==> src/rtl/sram_arbiter_pkg.sv <==
// Shared encodings for the fetch/data SRAM-port arbiter: FSM states, owner IDs,
// access sizes and the round-robin owner selection.
package sram_arbiter_pkg;

    typedef enum logic [1:0] {
        ST_IDLE = 2'd0,
        ST_ADDR = 2'd1,
        ST_DATA = 2'd2
    } state_e;

    typedef enum logic {
        OWN_INST = 1'b0,
        OWN_DATA = 1'b1
    } owner_e;

    localparam logic [1:0] SIZE_BYTE = 2'd0;
    localparam logic [1:0] SIZE_HALF = 2'd1;
    localparam logic [1:0] SIZE_WORD = 2'd2;

    // On a collision the requester that did not win last time gets the port.
    function automatic owner_e pick_owner(input logic inst_req, input logic data_req,
                                          input owner_e last_grant);
        owner_e pick;
        if (inst_req && data_req) begin
            pick = (last_grant == OWN_INST) ? OWN_DATA : OWN_INST;
        end else if (data_req) begin
            pick = OWN_DATA;
        end else begin
            pick = OWN_INST;
        end
        return pick;
    endfunction

endpackage

==> src/rtl/sram_arbiter.sv <==
// Shares one sram-like memory port between an instruction-fetch and a data
// requester, one transaction in flight at a time, round-robin on collisions.
module sram_arbiter
    import sram_arbiter_pkg::*;
#(
    parameter int ADDR_W = 32,
    parameter int DATA_W = 32
) (
    input  logic              clk,
    input  logic              resetn,

    input  logic              i_req,
    input  logic [ADDR_W-1:0] i_addr,
    output logic              i_addr_ok,
    output logic              i_data_ok,
    output logic [DATA_W-1:0] i_rdata,

    input  logic              d_req,
    input  logic              d_wr,
    input  logic [1:0]        d_size,
    input  logic [ADDR_W-1:0] d_addr,
    input  logic [DATA_W-1:0] d_wdata,
    output logic              d_addr_ok,
    output logic              d_data_ok,
    output logic [DATA_W-1:0] d_rdata,

    output logic              m_req,
    output logic              m_wr,
    output logic [1:0]        m_size,
    output logic [ADDR_W-1:0] m_addr,
    output logic [DATA_W-1:0] m_wdata,
    input  logic              m_addr_ok,
    input  logic              m_data_ok,
    input  logic [DATA_W-1:0] m_rdata
);

    state_e            state_q, state_d;
    owner_e            owner_q, owner_d;
    owner_e            last_grant_q, last_grant_d;
    logic              wr_q, wr_d;
    logic [1:0]        size_q, size_d;
    logic [ADDR_W-1:0] addr_q, addr_d;
    logic [DATA_W-1:0] wdata_q, wdata_d;

    logic              m_req_s;
    logic              i_addr_ok_s, i_data_ok_s;
    logic              d_addr_ok_s, d_data_ok_s;

    // Next-state, request latching and handshake decode.
    always_comb begin
        state_d      = state_q;
        owner_d      = owner_q;
        last_grant_d = last_grant_q;
        wr_d         = wr_q;
        size_d       = size_q;
        addr_d       = addr_q;
        wdata_d      = wdata_q;
        m_req_s      = 1'b0;
        i_addr_ok_s  = 1'b0;
        i_data_ok_s  = 1'b0;
        d_addr_ok_s  = 1'b0;
        d_data_ok_s  = 1'b0;

        case (state_q)
            ST_IDLE: begin
                if (i_req || d_req) begin
                    owner_d = pick_owner(i_req, d_req, last_grant_q);
                    if (owner_d == OWN_DATA) begin
                        wr_d    = d_wr;
                        size_d  = d_size;
                        addr_d  = d_addr;
                        wdata_d = d_wdata;
                    end else begin
                        // Fetches are always word reads.
                        wr_d    = 1'b0;
                        size_d  = SIZE_WORD;
                        addr_d  = i_addr;
                        wdata_d = {DATA_W{1'b0}};
                    end
                    state_d = ST_ADDR;
                end else begin
                    state_d = ST_IDLE;
                end
            end
            ST_ADDR: begin
                m_req_s = 1'b1;
                // A data_ok arriving with addr_ok here is stray and dropped.
                if (m_addr_ok) begin
                    if (owner_q == OWN_DATA) begin
                        d_addr_ok_s = 1'b1;
                    end else begin
                        i_addr_ok_s = 1'b1;
                    end
                    state_d = ST_DATA;
                end else begin
                    state_d = ST_ADDR;
                end
            end
            ST_DATA: begin
                if (m_data_ok) begin
                    if (owner_q == OWN_DATA) begin
                        d_data_ok_s = 1'b1;
                    end else begin
                        i_data_ok_s = 1'b1;
                    end
                    last_grant_d = owner_q;
                    state_d      = ST_IDLE;
                end else begin
                    state_d = ST_DATA;
                end
            end
            default: begin
                state_d = ST_IDLE;
            end
        endcase
    end

    // State, owner, arbitration history and latched request fields.
    always_ff @(posedge clk or negedge resetn) begin
        if (!resetn) begin
            state_q      <= ST_IDLE;
            owner_q      <= OWN_INST;
            last_grant_q <= OWN_INST;
            wr_q         <= 1'b0;
            size_q       <= 2'd0;
            addr_q       <= {ADDR_W{1'b0}};
            wdata_q      <= {DATA_W{1'b0}};
        end else begin
            state_q      <= state_d;
            owner_q      <= owner_d;
            last_grant_q <= last_grant_d;
            wr_q         <= wr_d;
            size_q       <= size_d;
            addr_q       <= addr_d;
            wdata_q      <= wdata_d;
        end
    end

    assign m_req     = m_req_s;
    assign m_wr      = wr_q;
    assign m_size    = size_q;
    assign m_addr    = addr_q;
    assign m_wdata   = wdata_q;

    assign i_addr_ok = i_addr_ok_s;
    assign i_data_ok = i_data_ok_s;
    assign d_addr_ok = d_addr_ok_s;
    assign d_data_ok = d_data_ok_s;

    assign i_rdata   = m_rdata;
    assign d_rdata   = m_rdata;

endmodule

==> config.mk <==
export PLATFORM = sky130hd
export DESIGN_NAME = sram_arbiter
export DESIGN_NICKNAME = d
export VERILOG_FILES = /design/src/rtl/sram_arbiter_pkg.sv /design/src/rtl/sram_arbiter.sv
export SDC_FILE = /design/constraint.sdc
export NUM_CORES = 1
export LEC_CHECK = 0
export CELL_PAD_IN_SITES_DETAIL_PLACEMENT = 1
export CELL_PAD_IN_SITES_GLOBAL_PLACEMENT = 1
export CORE_ASPECT_RATIO = 1.4
export CORE_MARGIN = 2
export CORE_UTILIZATION = 23
export CTS_BUF_LIST = sky130_fd_sc_hd__clkbuf_2
export DETAILED_ROUTE_END_ITERATION = 7
export PLACE_DENSITY = 0.88
export SLEW_MARGIN = 10
export SYNTH_ARGS = -nofsm -noshare
export SYNTH_HDL_FRONTEND = slang
export SYNTH_SLANG_ARGS = --single-unit
==> constraint.sdc <==
create_clock -name clk -period 1.6 [get_ports clk]
set_input_delay 0.32 -clock clk [delete_from_list [all_inputs] [get_ports clk]]
set_output_delay 0.32 -clock clk [all_outputs]
set_load 0.005 [all_outputs]
==> results.json <==
{
  "r2r_cells": 7,
  "netlist.area_leader.share_pct": 49.3,
  "cts_buffers": 9,
  "period_share_pct": 118,
  "vias": 2737,
  "drc_errors": 0,
  "setup_tns_ns": -1.32,
  "startpoint": "state_q[1]",
  "max_clock_freq_mhz": 532,
  "grtUsageTotal_pct": 13.6,
  "first_global_vias": 3120,
  "dr.pass1.iters": 4,
  "clockBufferDepth": 2,
  "ys_top_cells_by_area": "dfrtp_1 49%, buf_4 13%, mux2_4 12%",
  "outcome": "complete, but fails checks",
  "die_h_um": 152,
  "drive_above_1_share_pct": 42.7,
  "start_util_pct": 23.3,
  "synthTopCellsByCount": "71 x dfrtp_1, 64 x buf_4, 34 x a22o_1, 34 x mux2_2, 30 x mux2_4",
  "dp.cells": 581,
  "grt_remaining_overflow": 0,
  "avgSynthCellArea_um2": 13.5,
  "fin_area_um2": 5740,
  "synth-simple-area-share_pct": 1.84,
  "finalNetCount": 579,
  "layout_min_cycle_time_ns": 1.88,
  "cts_tree": "yes",
  "hold_viol": 0,
  "numPortBuffers": 176,
  "stdcell_count": 644,
  "die-area_um2": 16700,
  "cp_data_arrival_time_ns": 1.56,
  "clock_skew_ns": 0.0375,
  "rsz0062_at_grt": "true",
  "htree_levels": 3,
  "core_um2": 15500,
  "end_kind": "output port",
  "dieWidth_um": 110,
  "drv_slew": 0,
  "area_growth_pct": 59.2,
  "synth-xor-area-share_pct": 0,
  "layout_setup_ws_ns": -0.281,
  "critical_path.max_fanout": 4,
  "synthFlopType": "dfrtp_1",
  "synth_edf_count": 0,
  "synth_area_leader_cell": "dfrtp_1",
  "power_leakage_nw": 2.70,
  "synth_seq_area_share_pct": 49.3,
  "grt_pass1_wl_um": 17000,
  "wire_per_inst_um": 17.9,
  "hpwl_um": 8090,
  "netlist_area_um2": 3610,
  "p_total_mw": 9.66,
  "clockRootBuffer": "clkbuf_2",
  "slew_headroom_pct": 66.9,
  "ir_worst_vdd_mv": 0.706,
  "ys_ff_latch": 71,
  "boundaryPins": 273,
  "num-fill-cells": 1700,
  "multi_input_area_um2": 1300,
  "path_class": "flop to output port",
  "wirelength_um": 11600,
  "worst_pin_slew_ns": 0.496,
  "synth_cells": 268,
  "placedInstanceArea_um2": 5240,
  "via_per_inst": 4.25,
  "synth_compound_area_share_pct": 9.58,
  "synth_top_family_by_area": "multiplexers",
  "clk_pin_slew_worst_paths_ns": 0.22,
  "p_per_area_nw_per_um2": 1680,
  "synth.distinct_cells": 20,
  "grt_start_max_net_pins": 39,
  "antenna_found_initial": 1,
  "startpoint_type": "flop",
  "worstHoldPathType": "input pin to asynchronous set/reset pin",
  "worstSkewPairLatency_ns": 0.51,
  "ys_warn_count": 0,
  "synth_mux_area_share_pct": 23.1,
  "drtAntennaViolNets": 0,
  "synth_most_common_cell": "dfrtp_1",
  "clock-sinks": 71,
  "synth-async-reset-ratio_pct": 100,
  "setup.worst_path.end": "m_req",
  "first_iter_violations": 57,
  "worst_ep_required_time_ns": 1.28,
  "ff_latch_area_um2": 1780,
  "maxCapViolCount": 0,
  "rrSetupSlack_ns": -0.02,
  "hold-worst-slack_ns": 0.252,
  "setup_viol": 19,
  "regToRegEndpoint": "m_wdata[23]",
  "row_count": 54,
  "routabilityCongestion": 0.732,
  "syn_nets": 405,
  "r2r-start": "state_q[0]",
  "failed_checks": "negative setup slack",
  "synth-adder-area-share_pct": 0
}
logic make-up (layout without fill, tap and decap cells):
logic type             Yosys count  after routing
buffers and inverters           81            260
multiplexers                    64             64
AND/OR/NAND/NOR                 11             11
AO/OA/AOI/OAI                   41             41
other                            0              1
flip-flops                      71             71
metrics by stage:
stage	worst slack [ns]	utilization (%)
2_1_floorplan	0.121	-
3_3_place_gp	-0.351	33.9
3_5_place_dp	-0.414	33.9
4_1_cts	-0.369	36.9
5_1_grt	-0.454	37.1
6_report	-0.281	37.1
metal layers:
layer,wire length [um],global-route usage [%],vias to the layer above,part of all wire [%]
li1,-,-,1224,-
met1,3940,13.0,1341,34
met2,6310,25.8,124,55
met3,886,3.72,48,7.7
met4,414,6.57,0,3.6
met5,0,0,-,0
how the worst min path moves through the flow:
stage / from / to / cells after the start
4_1_cts: resetn / m_addr[31] / 2
2_1_floorplan: resetn / last_grant_q / 0
5_1_grt: resetn / m_addr[31] / 2
3_3_place_gp: resetn / m_addr[0] / 1
3_5_place_dp: resetn / m_addr[31] / 1
6_report: resetn / m_addr[31] / 2
final cells by class:
type	instances	share of cell area (%)
Multi-Input combinational cell	116	22.6
Timing Repair Buffer	241	39.6
Inverter	3	0.196
Clock inverter	5	1.42
Sequential cell	71	31.0
Antenna cell	1	0.0436
Clock buffer	11	0.959
Tap cell	196	4.27
layout by cell type (no fill, tap or decap), types with 3 or more instances in the layout:
master	count
buf_12	7
buf_6	6
a22o_1	34
mux2_4	30
dlygate4sd2_1	7
clkdlybuf4s15_1	29
inv_1	3
clkbuf_16	4
clkdlybuf4s50_1	103
mux2_2	34
buf_2	3
dfrtp_1	71
buf_4	49
clkbuf_2	41
worst max-delay path, cell delays in order (launching register included):
cell and delay, ns:
dfrtp_1 0.44, buf_4 0.15, nor2b_4 0.16, buf_6 0.11
clkdlybuf4s15_2 0.19
where the power goes:
group / total (mW) / internal (mW) / switching, mW
Clock: 1.21 / 0.534 / 0.672
Sequential: 3.19 / 2.69 / 0.501
Combinational: 5.27 / 3.39 / 1.87
flip-flops by register name, indices dropped and copies added (netlist names):
register / count
state_q: 2
last_grant_q: 1
m_addr: 32
m_wr: 1
owner_q: 1
m_size: 2
m_wdata: 32
what timing repair did:
action | CTS | global route
setup buffers | 26 | 16
gates resized for setup | 155 | 51
gates cloned | 3 | 2
endpoints found under the setup margin | 98 | 112
hold endpoints to repair | 33 | 0
hold buffers | 1 | 0
pin swaps | 6 | 4
Note: power is estimated with default switching activity, not from simulation.
